### src/rtl/calc_bin2bcd_if.sv
// Handshake bundle between the calculator core and the binary-to-BCD display stage.
// The master drives start/bin_in. The slave (converter) returns status and the result.
interface calc_bin2bcd_if #(
    parameter int BITS   = 32,
    parameter int DIGITS = 10
);
    logic                  start;
    logic [BITS-1:0]       bin_in;
    logic                  busy;
    logic                  done;
    logic [DIGITS*4-1:0]   bcd_out;
    logic                  negative;
    logic                  overflow;

    modport master (output start, bin_in, input busy, done, bcd_out, negative, overflow);
    modport slave  (input start, bin_in, output busy, done, bcd_out, negative, overflow);
endinterface

### src/rtl/calc_bin2bcd.sv
// Sequential double-dabble converter. It shifts in one magnitude bit per clock.
// Results are held until the next completed conversion.
module calc_bin2bcd #(
    parameter int BITS   = 32,
    parameter int DIGITS = 10,
    parameter bit SIGNED = 1'b1
) (
    input  logic           clk,
    input  logic           rst,
    calc_bin2bcd_if.slave  bus
);
    localparam int CW = $clog2(BITS + 1);
    localparam int DW = DIGITS * 4;

    typedef enum logic {IDLE, CONV} state_t;
    state_t state_q, state_d;

    logic [BITS-1:0]         mag_q;
    logic [DIGITS-1:0][3:0]  dig_q;
    logic [DIGITS-1:0][3:0]  dig_adj;
    logic [DW-1:0]           adj_flat;
    logic [DW-1:0]           dig_shift;
    logic [CW-1:0]           cnt_q;
    logic                    sign_q, ovf_q;
    logic [DW-1:0]           bcd_q;
    logic                    neg_q, ovf_out_q, done_q;
    logic                    accept, last, carry, in_neg;
    logic [BITS-1:0]         in_mag;

    // Most negative input negates to itself, which reads correctly as an unsigned magnitude.
    assign in_neg = SIGNED && bus.bin_in[BITS-1];
    assign in_mag = in_neg ? (~bus.bin_in + BITS'(1)) : bus.bin_in;

    for (genvar d = 0; d < DIGITS; d++) begin : g_adj
        assign dig_adj[d] = (dig_q[d] >= 4'd5) ? dig_q[d] + 4'd3 : dig_q[d];
    end

    assign adj_flat  = dig_adj;
    assign carry     = adj_flat[DW-1];
    assign dig_shift = {adj_flat[DW-2:0], mag_q[BITS-1]};
    assign accept    = (state_q == IDLE) && bus.start;
    assign last      = (cnt_q == CW'(BITS - 1));

    always_comb begin
        state_d = state_q;
        case (state_q)
            IDLE:    if (bus.start) state_d = CONV;
            CONV:    if (last)      state_d = IDLE;
            default: state_d = IDLE;
        endcase
    end

    always_ff @(posedge clk) begin
        if (rst) state_q <= IDLE;
        else     state_q <= state_d;
    end

    always_ff @(posedge clk) begin
        if (rst) begin
            mag_q     <= '0;
            dig_q     <= '0;
            cnt_q     <= '0;
            sign_q    <= 1'b0;
            ovf_q     <= 1'b0;
            bcd_q     <= '0;
            neg_q     <= 1'b0;
            ovf_out_q <= 1'b0;
            done_q    <= 1'b0;
        end else begin
            done_q <= 1'b0;
            if (accept) begin
                mag_q  <= in_mag;
                sign_q <= in_neg;
                dig_q  <= '0;
                ovf_q  <= 1'b0;
                cnt_q  <= '0;
            end else if (state_q == CONV) begin
                mag_q <= mag_q << 1;
                dig_q <= dig_shift;
                ovf_q <= ovf_q | carry;
                cnt_q <= cnt_q + CW'(1);
                if (last) begin
                    bcd_q     <= dig_shift;
                    neg_q     <= sign_q;
                    ovf_out_q <= ovf_q | carry;
                    done_q    <= 1'b1;
                end
            end
        end
    end

    assign bus.busy     = (state_q == CONV);
    assign bus.done     = done_q;
    assign bus.bcd_out  = bcd_q;
    assign bus.negative = neg_q;
    assign bus.overflow = ovf_out_q;
endmodule

### src/flat_wrapper.sv
// flat-port wrapper written by rule: the top's interface ports become plain ports
module calc_bin2bcd_flat 
#(
    parameter int BITS   = 32,
    parameter int DIGITS = 10,
    parameter bit SIGNED = 1'b1
)
  (clk, rst, bus_start, bus_bin_in, bus_busy, bus_done, bus_bcd_out, bus_negative, bus_overflow);
  calc_bin2bcd_if #(.BITS(BITS), .DIGITS(DIGITS)) bus_i ();
  input  logic clk;
  input  logic rst;
  input wire logic [$bits(bus_i.start)-1:0] bus_start;
  input wire logic [$bits(bus_i.bin_in)-1:0] bus_bin_in;
  output wire logic [$bits(bus_i.busy)-1:0] bus_busy;
  output wire logic [$bits(bus_i.done)-1:0] bus_done;
  output wire logic [$bits(bus_i.bcd_out)-1:0] bus_bcd_out;
  output wire logic [$bits(bus_i.negative)-1:0] bus_negative;
  output wire logic [$bits(bus_i.overflow)-1:0] bus_overflow;
  assign bus_i.start = bus_start;
  assign bus_i.bin_in = bus_bin_in;
  assign bus_busy = bus_i.busy;
  assign bus_done = bus_i.done;
  assign bus_bcd_out = bus_i.bcd_out;
  assign bus_negative = bus_i.negative;
  assign bus_overflow = bus_i.overflow;
  calc_bin2bcd #(.BITS(BITS), .DIGITS(DIGITS), .SIGNED(SIGNED)) u_core (.clk(clk), .rst(rst), .bus(bus_i));
endmodule
### config.mk
export PLATFORM = sky130hd
export DESIGN_NAME = calc_bin2bcd_flat
export DESIGN_NICKNAME = d
export VERILOG_FILES = /design/src/rtl/calc_bin2bcd_if.sv /design/src/rtl/calc_bin2bcd.sv /design/src/flat_wrapper.sv
export SDC_FILE = /design/constraint.sdc
export NUM_CORES = 1
export LEC_CHECK = 0
export ABC_AREA = 1
export BUFFER_PORTS_ARGS = -buffer_cell sky130_fd_sc_hd__buf_4
export CAP_MARGIN = 20
export CORE_ASPECT_RATIO = 1.1
export CORE_MARGIN = 2
export CORE_UTILIZATION = 50
export CTS_CLUSTER_SIZE = 28
export DETAILED_ROUTE_END_ITERATION = 16
export GPL_ROUTABILITY_DRIVEN = 0
export PLACE_DENSITY = 0.71
export SYNTH_ARGS = -nofsm -noshare
export SYNTH_HDL_FRONTEND = slang
export SYNTH_SLANG_ARGS = --single-unit
### constraint.sdc
create_clock -name clk -period 1.9 [get_ports clk]
set_clock_uncertainty 0.2 [all_clocks]
set_input_delay 0.38 -clock clk [delete_from_list [all_inputs] [get_ports clk]]
set_output_delay 0.38 -clock clk [all_outputs]
set_load 0.1 [all_outputs]
==> qor.txt, run 1 <==
tightest hold margin -> 52.6 ps
Setup crit end kind -> primary output
post-detailed-route wirelength per cell -> 13.0 um
cell chosen for the clock root -> sky130_fd_sc_hd__clkbuf_16
post-CTS setup repair buffer count -> 0
number of global-route vias before repair -> 5,465
Cell Rows -> 43
fin worst setup slack -> 95.0 ps
relative slew slack -> 56.8%
final setup violation count -> 0
total I/O pin count -> 79
ratio of cells with drive above 1 in the final layout -> 16.3%
post-synth net total -> 976
part of the Yosys area used for sequential elements -> 38.4%
number of antenna violations at the first check in global routing -> 0
leakage power of the design -> 0.00362 uW
DR vias -> 6,124
number of distinct library cells after synthesis -> 38
final standard cell count with taps included and fillers excluded -> 1,163
adder and majority gate portion of the synthesized area -> 4.25%
half-perimeter wire length of the detailed placement result -> 10,800 um
max-cap check violation count -> 0
WS Path Type -> reg -> out
startpoint kind of the worst setup timing path -> flip-flop
1st-iter DRT viols -> 299
Yosys top cell area share -> 38.4%
parity-gate share of the synthesized area counting xor and xnor cells -> 1.35%
P per Cell Area -> 879 nW/um2
number of max-slew violations in the final report -> 0
layout overhead on the synthesized area -> 21.6%
Pwr Total -> 6910 uW
Die Width -> 112 um
placed cell area -> 7210 um2
leading area contributor after synthesis -> sky130_fd_sc_hd__dfxtp_1
most area-consuming cells after synthesis -> sky130_fd_sc_hd__dfxtp_1 38%, sky130_fd_sc_hd__nand2_1 9.1%, sky130_fd_sc_hd__nand3_1 7.3%
required time of the critical path -> 1320 ps
Largest stage delay, worst path -> 480 ps
summed instance area of the synthesized netlist -> 6470 um2
most used flip-flop cell after synthesis -> sky130_fd_sc_hd__dfxtp_1
cell type of the slowest stage on the worst timing path -> sky130_fd_sc_hd__dfxtp_4
starting density of the core -> 51.2%
cell area after layout -> 7870 um2
total die area -> 13,900 um2
Peak VDD IR -> 1.10 mV
post-detailed-route via-to-cell ratio -> 5.27
global route total overflow -> 0
Final Hold Fails -> 0
wire length of the first global-routing pass -> 25,000 um
Synthesis Warnings -> 0
family of cells with the greatest summed delay on the critical path -> flip-flops
DRT Wirelength -> 15,100 um
largest buffer count on any clock path -> 2
worst hold path class -> in -> reg
multiplexer area fraction after synthesis -> 0%
critical path peak fanout -> 17
number of clock sinks -> 124
number of storage elements in the synthesis netlist -> 124
fill cell count -> 1,193
vertical die dimension -> 123 um
final critical delay including setup and external delays -> 1810 ps
largest net degree at the start of global routing -> 43
number of remaining DRC errors -> 0
synthesized-area fraction occupied by ao, oa, aoi and oai cells -> 18.9%
worst slew pin tran -> 648 ps
CP arrival -> 1230 ps
number of buffers added to fix hold violations after cts -> 0
core footprint -> 12,600 um2
Post-Synth Simple-Gate Area -> 26.6%
DP Worst Slack -> -23.7 ps
cell breakdown of the critical path -> buf_4
number of nets still failing antenna checks after routing -> 0
result of the run -> finished clean
async set-reset flop share out of synthesis -> 0%
Final Cycle Share -> 95.0%
dominant combinational cell family by area after synthesis -> simple AND/OR/NAND/NOR gates
number of levels the H-tree was split into -> 4
first-pass iteration count of the detailed router -> 5
number of buffers created by CTS -> 17
number of buffer cells added on primary ports -> 78
Worst-path clk slew -> 50 ps
Mapped Avg Cell Area -> 7.04 um2
Max Clock Freq -> 0.554 GHz
worst-skew pair later-pin latency -> 410 ps
antenna fix cells -> 0
sum of buffers and inverters on the critical path -> 1
GRT Util Overall -> 22.0%
placed insts -> 1,132
EDFF count, synth -> 0
CTS tree -> done
synthesized netlist cell count -> 919
count of nets after finishing -> 1,051
## cell families (layout without fill, tap and decap cells)
kind of cell | after synthesis | after routing
adder cells (fa/ha/maj) | 22 | 22
XOR/XNOR | 10 | 10
buffers and inverters | 160 | 247
AND/OR/NAND/NOR | 386 | 386
AO/OA/AOI/OAI | 217 | 217
flip-flops | 124 | 124
## metal layers
| layer | global-route usage, % | wire, um | vias up |
|---|---|---|---|
| met5 | 0 | 0 | - |
| met4 | 6.02 | 135 | 0 |
| met3 | 4.95 | 728 | 12 |
| met2 | 38.7 | 7290 | 142 |
| met1 | 27.4 | 6950 | 2782 |
| li1 | - | - | 3188 |
## layout by cell type (no fill, tap or decap), types with 3 or more instances in the layout
cell	instances
sky130_fd_sc_hd__a21oi_1	73
sky130_fd_sc_hd__a21oi_2	3
sky130_fd_sc_hd__a22oi_1	29
sky130_fd_sc_hd__buf_12	3
sky130_fd_sc_hd__buf_4	96
sky130_fd_sc_hd__bufinv_16	3
sky130_fd_sc_hd__clkbuf_1	4
sky130_fd_sc_hd__clkbuf_16	18
sky130_fd_sc_hd__clkbuf_8	4
sky130_fd_sc_hd__dfxtp_1	123
sky130_fd_sc_hd__ha_1	21
sky130_fd_sc_hd__inv_1	110
sky130_fd_sc_hd__inv_2	6
sky130_fd_sc_hd__nand2_1	157
sky130_fd_sc_hd__nand2_2	5
sky130_fd_sc_hd__nand3_1	95
sky130_fd_sc_hd__nand3b_1	5
sky130_fd_sc_hd__nand4_1	6
sky130_fd_sc_hd__nor2_1	92
sky130_fd_sc_hd__nor2_2	9
sky130_fd_sc_hd__nor2_4	7
sky130_fd_sc_hd__o211ai_1	19
sky130_fd_sc_hd__o21ai_0	56
sky130_fd_sc_hd__o21ai_1	31
sky130_fd_sc_hd__xor2_1	10
## what timing repair did
action / CTS / global route
setup endpoints to repair: 0 / 9
hold endpoints to repair: 0 / 0
resized for setup: 0 / 12
## synthesized netlist by cell type (2+ instances only)
master                     count
sky130_fd_sc_hd__a22oi_1      29
sky130_fd_sc_hd__o211ai_1     19
sky130_fd_sc_hd__nand4_1       6
sky130_fd_sc_hd__nand3_1      95
sky130_fd_sc_hd__clkbuf_1     14
sky130_fd_sc_hd__o21ai_1      31
sky130_fd_sc_hd__buf_6         6
sky130_fd_sc_hd__a31oi_1       2
sky130_fd_sc_hd__a21oi_1      76
sky130_fd_sc_hd__buf_2        14
sky130_fd_sc_hd__nor2_2        2
sky130_fd_sc_hd__inv_1       110
sky130_fd_sc_hd__o21ai_0      56
sky130_fd_sc_hd__ha_1         22
sky130_fd_sc_hd__buf_1         3
sky130_fd_sc_hd__or2_2         2
sky130_fd_sc_hd__nor2_1      100
sky130_fd_sc_hd__nor3_1        2
sky130_fd_sc_hd__dfxtp_1     124
sky130_fd_sc_hd__nand3b_1      5
sky130_fd_sc_hd__nand2_1     157
sky130_fd_sc_hd__buf_4         5
sky130_fd_sc_hd__nor2_4        6
sky130_fd_sc_hd__inv_2         6
sky130_fd_sc_hd__nand2_2       5
sky130_fd_sc_hd__xor2_1       10
## sequential cells by signal, indices dropped and copies added (netlist names)
name and count:
u_core.bus.busy 1, u_core.bus.negative 1, u_core.sign_q 1, u_core.bus.done 1, u_core.ovf_q 1, u_core.mag_q 32
u_core.dig_q 40, u_core.bus.overflow 1, u_core.cnt_q 6, u_core.bus.bcd_out 40
## final cells by class
| type | count | area (um2) | area share, % |
|---|---|---|---|
| clock buffer | 26 | 520 | 6.62 |
| clock inverter | 5 | 103 | 1.30 |
| inverter | 117 | 439 | 5.58 |
| multi-input combinational | 635 | 3340 | 42.5 |
| sequential | 124 | 2490 | 31.6 |
| tap | 157 | 196 | 2.50 |
| timing repair buffer | 99 | 781 | 9.93 |
## power by group
group          internal (uW)  switching [uW]
Clock                   2270            1090
Combinational            285             476
Sequential              2700            83.1
## worst paths after layout
check	from	to	slack [ps]	depth (start not counted)
max	u_core.bus.busy	bus_busy	90	1
min	bus_bin_in[0]	u_core.mag_q[0]	50	3
max reg2reg	u_core.dig_q[16]	u_core.dig_q[18]	90	11
min reg2reg	u_core.sign_q	u_core.bus.negative	270	2
## per-stage QoR
stage	setup TNS [ps]	util (%)
3_3_place_gp	0	57.0
4_1_cts	0	61.9
6_report	0	62.2
5_1_grt	-123	62.2
2_1_floorplan	0	-
3_5_place_dp	-23.7	57.0
Note: power is estimated with default switching activity, not from simulation.
==> run 2, diff against run 1 <==
--- a/config.mk
+++ b/config.mk
@@ -15,6 +15,7 @@
 export DETAILED_ROUTE_END_ITERATION = 16
 export GPL_ROUTABILITY_DRIVEN = 0
 export PLACE_DENSITY = 0.71
+export SETUP_SLACK_MARGIN = 0.4
 export SYNTH_ARGS = -nofsm -noshare
 export SYNTH_HDL_FRONTEND = slang
 export SYNTH_SLANG_ARGS = --single-unit
==> run 2 against run 1 <==
  * Global-route usage increased by 6.3 points
  * Sequential share of layout area fell by 6.3 points
  * Clock power grew 6.5%
  * Critical path depth grew 10
  * Largest cell class unchanged
==> qor.txt, run 2 (same netlist as run 1, synthesis figures left out) <==
count of nets after finishing -> 1,147 (+9.1%)
starting density of the core -> 51.2% (unchanged)
cell area after layout -> 10,300 um2 (+31%)
total die area -> 13,900 um2 (unchanged)
largest net degree at the start of global routing -> 35 (-19%)
GR Layer Usage met1 -> 33.1% (+5.7 points)
CTS tree -> done
Reg area -> 2600 um2 (+4.7%)
total I/O pin count -> 79 (unchanged)
Reg-to-Reg End -> u_core.dig_q[18]
number of cells on the worst hold path -> 4 (+1)
max-cap check violation count -> 0 (unchanged)
beginning of the worst register-to-register path -> u_core.dig_q[17]
placed cell area -> 7370 um2 (+2.3%)
required time of the critical path -> 2020 ps (+700 ps)
number of global-route vias before repair -> 6,664 (+22%)
worst-skew pair later-pin latency -> 430 ps (+20 ps)
leakage power of the design -> 0.00444 uW (+23%)
Worst-path clk slew -> 60 ps (about the same)
critical path peak fanout -> 3 (-14)
wire length of the first global-routing pass -> 31,800 um (+27%)
Final Hold Fails -> 0 (unchanged)
placed insts -> 1,134 (+0.18%)
number of clock sinks -> 124 (unchanged)
largest buffer count on any clock path -> 2 (unchanged)
number of max-slew violations in the final report -> 0 (unchanged)
number of antenna violations at the first check in global routing -> 0 (unchanged)
flop2flop setup slack -> 50 ps (-50 ps)
number of buffers created by CTS -> 17 (unchanged)
endpoint of the worst hold path -> u_core.mag_q[25]
post-detailed-route wirelength per cell -> 21.3 um (+64%)
number of remaining DRC errors -> 0 (unchanged)
startpoint kind of the worst setup timing path -> flip-flop
number of nets still failing antenna checks after routing -> 0 (unchanged)
most frequent cells in the layout -> 129 x sky130_fd_sc_hd__nand2_1, 127 x sky130_fd_sc_hd__buf_4, 93 x sky130_fd_sc_hd__nand3_1
CP arrival -> 1970 ps (+740 ps)
DR vias -> 7,810 (+28%)
first-pass iteration count of the detailed router -> 6 (+1)
most frequent standard cell in the layout excluding fill and tap cells -> sky130_fd_sc_hd__nand2_1
final setup violation count -> 0 (unchanged)
busiest metal layer after global routing -> met2
final standard cell count with taps included and fillers excluded -> 1,260 (+8.3%)
WS Path Type -> reg -> reg
Max Clock Freq -> 0.540 GHz (-2.5%)
result of the run -> finished clean
layout overhead on the synthesized area -> 58.8%
multi-input logic area -> 4090 um2 (+23%)
post-detailed-route via-to-cell ratio -> 6.20 (+18%)
half-perimeter wire length of the detailed placement result -> 11,200 um (+3.5%)
cell chosen for the clock root -> sky130_fd_sc_hd__clkbuf_16
Cell Rows -> 43 (unchanged)
depth of the worst register-to-register path -> 11 (unchanged)
final critical delay including setup and external delays -> 1850 ps (+47.1 ps)
1st-iter DRT viols -> 1,048 (+250%)
number of buffer cells added on primary ports -> 78 (unchanged)
worst hold path class -> in -> reg
core footprint -> 12,600 um2 (unchanged)
GR met3 Demand/Resource -> 5.59% (+0.64 points)
setup repair after global routing missed its margin -> yes
Worst Hold Launch -> bus_bin_in[25]
Util after Layout -> 81.3% (+19 points)
setup total negative slack -> 0 ps (unchanged)
GRT Util Overall -> 28.4% (+6.3 points)
vertical die dimension -> 123 um (unchanged)
Final Cycle Share -> 97.5% (+2.5 points)
worst slew pin tran -> 494 ps (-154 ps)
global route total overflow -> 0 (unchanged)
fill cell count -> 668 (-44%)
tightest hold margin -> 60.4 ps (+7.78 ps)
antenna fix cells -> 0 (unchanged)
Die Width -> 112 um (unchanged)
ratio of cells with drive above 1 in the final layout -> 43.7% (+27 points)
number of buffers added to fix hold violations after cts -> 0 (unchanged)
P per Cell Area -> 750 nW/um2 (-15%)
relative slew slack -> 66.7% (+10 points)
Peak VDD IR -> 0.577 mV (-47%)
M2 GR Usage -> 50.4% (+12 points)
DRT Wirelength -> 26,900 um (+78%)
number of levels the H-tree was split into -> 4 (unchanged)
Setup crit end kind -> flip-flop
## run 2: changes by cell type in the layout (fill, tap and decap cells not counted), sizes merged
cell / previous run / this run
clkinv: 2 / 5
buf: 99 / 190
inv: 116 / 115
bufinv: 3 / 4
clkbuf: 26 / 24
clkinvlp: 1 / 5
nor2: 108 / 109
## run 2: report_power, final
| part | internal [uW] | switching, uW |
|---|---|---|
| Sequential | 2690 | 123 |
| Clock | 2330 | 1260 |
| Combinational | 552 | 750 |
| Total | 5570 | 2130 |
## run 2: metal layers
layer | up-vias | part of all wire (%)
met5 | - | 0
met4 | 0 | 7.2
met3 | 190 | 9.2
met2 | 604 | 49
met1 | 3631 | 35
li1 | 3385 | -
## run 2: per-stage QoR
step	power (uW)	setup WS, ps
2_1_floorplan	3380	164
3_3_place_gp	3600	79.1
3_5_place_dp	3610	40.9
4_1_cts	7260	247
5_1_grt	7870	-35.6
6_report	7710	47.9
## run 2: what timing repair did
action                     4_1_cts  5_1_grt
resized for setup              271      152
setup endpoints to repair      117      158
gates cloned                     1        7
setup buffers                   47       39
pin swaps                       39       44
## run 2: final cells by class
type,instances,area share [%]
Clock inverter,11,1.58
Inverter,117,5.02
Timing Repair inverter,1,0.0731
Sequential cell,124,25.3
Tap cell,157,1.91
Multi-Input combinational cell,636,39.8
Clock buffer,21,4.69
Timing Repair Buffer,193,21.5
## run 2: worst max-delay path, cell delays in order (launching register included)
cell and delay (ps):
sky130_fd_sc_hd__dfxtp_2 320, sky130_fd_sc_hd__inv_2 90, sky130_fd_sc_hd__ha_4 160, sky130_fd_sc_hd__inv_4 40
sky130_fd_sc_hd__nand2_4 70, sky130_fd_sc_hd__nand2_4 60, sky130_fd_sc_hd__nor2_4 160, sky130_fd_sc_hd__nor2_2 70
sky130_fd_sc_hd__a21oi_2 160, sky130_fd_sc_hd__nand2_1 140, sky130_fd_sc_hd__o211ai_1 190, sky130_fd_sc_hd__inv_1 70
## run 2: worst max-delay path by stage
stage | from | end
after floorplan | u_core.bus.busy | u_core.bus.overflow
after global placement | bus_bin_in[0] | u_core.mag_q[28]
after detailed placement | bus_bin_in[0] | u_core.mag_q[28]
after CTS | u_core.cnt_q[1] | u_core.bus.bcd_out[10]
after global routing | u_core.dig_q[12] | u_core.dig_q[14]
final | u_core.dig_q[17] | u_core.dig_q[18]
==> run 3, diff against run 2 <==
==> constraint.sdc (replaced) <==
create_clock -name clk -period 1.9 [get_ports clk]
set_clock_uncertainty 0.2 [all_clocks]
set_input_delay 0.285 -clock clk [delete_from_list [all_inputs] [get_ports clk]]
set_output_delay 0.285 -clock clk [all_outputs]
set_load 0.1 [all_outputs]
==> run 3 against run 2 <==
  * Fmax decreased by 2.9%
  * Die area unchanged
  * Largest power group unchanged
  * Routed wire length decreased by 0.97%
  * Critical path type unchanged
  * Global-route usage decreased by 1.7 points
  * The flow now finishes with violations (negative setup slack)
==> qor.txt, run 3 (same netlist as run 1, synthesis figures left out) <==
Worst-path clk slew -> 60 ps (about the same)
number of buffers created by CTS -> 17 (unchanged)
Cell Rows -> 43 (unchanged)
first-pass iteration count of the detailed router -> 6 (unchanged)
final critical delay including setup and external delays -> 1910 ps (+54.9 ps)
Max Clock Freq -> 0.524 GHz (-2.9%)
cell chosen for the clock root -> sky130_fd_sc_hd__clkbuf_16
number of max-slew violations in the final report -> 0 (unchanged)
antenna fix cells -> 0 (unchanged)
tightest hold margin -> 0.411 ps (-60.0 ps)
CTS tree -> done
number of global-route vias before repair -> 6,544 (-1.8%)
final setup violation count -> 1 (+1)
number of nets still failing antenna checks after routing -> 0 (unchanged)
global route total overflow -> 0 (unchanged)
cell area after layout -> 10,600 um2 (+3.4%)
DP Worst Slack -> -2.71 ps (-43.6 ps)
Final Cycle Share -> 100% (+2.9 points)
number of clock sinks -> 124 (unchanged)
largest net degree at the start of global routing -> 43 (+23%)
1st-iter DRT viols -> 1,067 (+1.8%)
setup repair after global routing missed its margin -> yes
worst slew pin tran -> 597 ps (+103 ps)
half-perimeter wire length of the detailed placement result -> 10,700 um (-4.3%)
result of the run -> finished with violations
DRT Wirelength -> 26,600 um (-0.97%)
number of levels the H-tree was split into -> 4 (unchanged)
GRT Util Overall -> 26.7% (-1.7 points)
Setup crit end kind -> flip-flop
leakage power of the design -> 0.00456 uW (+2.7%)
critical path peak fanout -> 16 (+13)
Peak VDD IR -> 0.814 mV (+41%)
max-cap check violation count -> 0 (unchanged)
worst-skew pair later-pin latency -> 430 ps (about the same)
post-detailed-route via-to-cell ratio -> 6.12 (-1.3%)
most frequent cells in the layout -> 128 x sky130_fd_sc_hd__nand2_1, 116 x sky130_fd_sc_hd__buf_4, 82 x sky130_fd_sc_hd__dfxtp_1
largest buffer count on any clock path -> 2 (unchanged)
final standard cell count with taps included and fillers excluded -> 1,279 (+1.5%)
number of buffer cells added on primary ports -> 78 (unchanged)
placed cell area -> 7230 um2 (-1.9%)
count of nets after finishing -> 1,166 (+1.7%)
layout overhead on the synthesized area -> 64.2%
vertical die dimension -> 123 um (unchanged)
setup total negative slack -> -7.00 ps (-7.00 ps)
Final Hold Fails -> 0 (unchanged)
wire length of the first global-routing pass -> 30,200 um (-4.8%)
WS Path Type -> reg -> reg
fin worst setup slack -> -7.00 ps (-54.9 ps)
relative slew slack -> 59.8% (-7.0 points)
number of antenna violations at the first check in global routing -> 0 (unchanged)
placed insts -> 1,125 (-0.79%)
post-detailed-route wirelength per cell -> 20.8 um (-2.4%)
CP arrival -> 2010 ps (+40 ps)
worst hold path class -> in -> reg
total die area -> 13,900 um2 (unchanged)
most frequent standard cell in the layout excluding fill and tap cells -> sky130_fd_sc_hd__nand2_1
number of remaining DRC errors -> 0 (unchanged)
Die Width -> 112 um (unchanged)
total I/O pin count -> 79 (unchanged)
core footprint -> 12,600 um2 (unchanged)
starting density of the core -> 51.2% (unchanged)
required time of the critical path -> 2010 ps (about the same)
ratio of cells with drive above 1 in the final layout -> 43.7% (about the same)
P per Cell Area -> 748 nW/um2 (-0.27%)
failing checks -> negative setup slack
DR vias -> 7,822 (+0.15%)
startpoint kind of the worst setup timing path -> flip-flop
[run 3: critical path: stages, from the launching register on]
cell and delay (ps):
sky130_fd_sc_hd__dfxtp_2 360, sky130_fd_sc_hd__ha_4 160, sky130_fd_sc_hd__nand3_4 90, sky130_fd_sc_hd__nor2_4 110, sky130_fd_sc_hd__nand2_2 80, sky130_fd_sc_hd__nor2_4 140, sky130_fd_sc_hd__nand2_4 140, sky130_fd_sc_hd__buf_12 190
sky130_fd_sc_hd__o21ai_1 300
[run 3: metrics by stage]
step	utilization (%)	total power [uW]
finish	84.0	7950
global route	84.0	8130
CTS	73.1	7430
floorplan	-	3380
detailed placement	57.2	3600
global placement	57.2	3590
[run 3: layer usage]
metal  part of all wire [%]  up-vias  global-route usage [%]
li1                       -     3421                       -
met1                     35     3656                    31.0
met2                     50      546                    48.6
met3                    8.6      199                    5.05
met4                    6.3        0                    10.7
met5                      0        -                       0
[run 3: worst paths after layout]
kind | cells after the start | endpoint | from | slack, ps
setup / recovery | 8 | u_core.bus.bcd_out[28] | u_core.cnt_q[1] | -7
hold / removal | 4 | u_core.mag_q[27] | bus_bin_in[27] | 0.4
setup reg to reg | 8 | u_core.bus.bcd_out[28] | u_core.cnt_q[1] | -7
hold reg to reg | 2 | u_core.mag_q[31] | u_core.mag_q[30] | 280
[run 3: where the power goes]
part           switching (uW)  leakage (uW)  total [uW]  internal (uW)
Combinational             794       0.00321        1440            649
Clock                    1280      0.000320        3690           2400
Sequential                118       0.00103        2810           2700
Total                    2190       0.00456        7950           5750
[run 3: cell type report]
class                           count  area (um2)
Clock buffer                       19         453
Clock inverter                     13         214
Fill cell                         601        2020
Inverter                          117         515
Multi-Input combinational cell    635        4200
Sequential cell                   124        2560
Tap cell                          157         196
Timing Repair Buffer              213        2470
Timing Repair inverter              1        11.3
[run 3: timing repair]
item | 4_1_cts | 5_1_grt
hold endpoints to repair | 22 | 0
pin swaps | 39 | 68
gates resized for setup | 219 | 245
cloned | 2 | 9
hold buffers | 19 | 0
setup endpoints to repair | 118 | 133
buffers inserted | 52 | 40
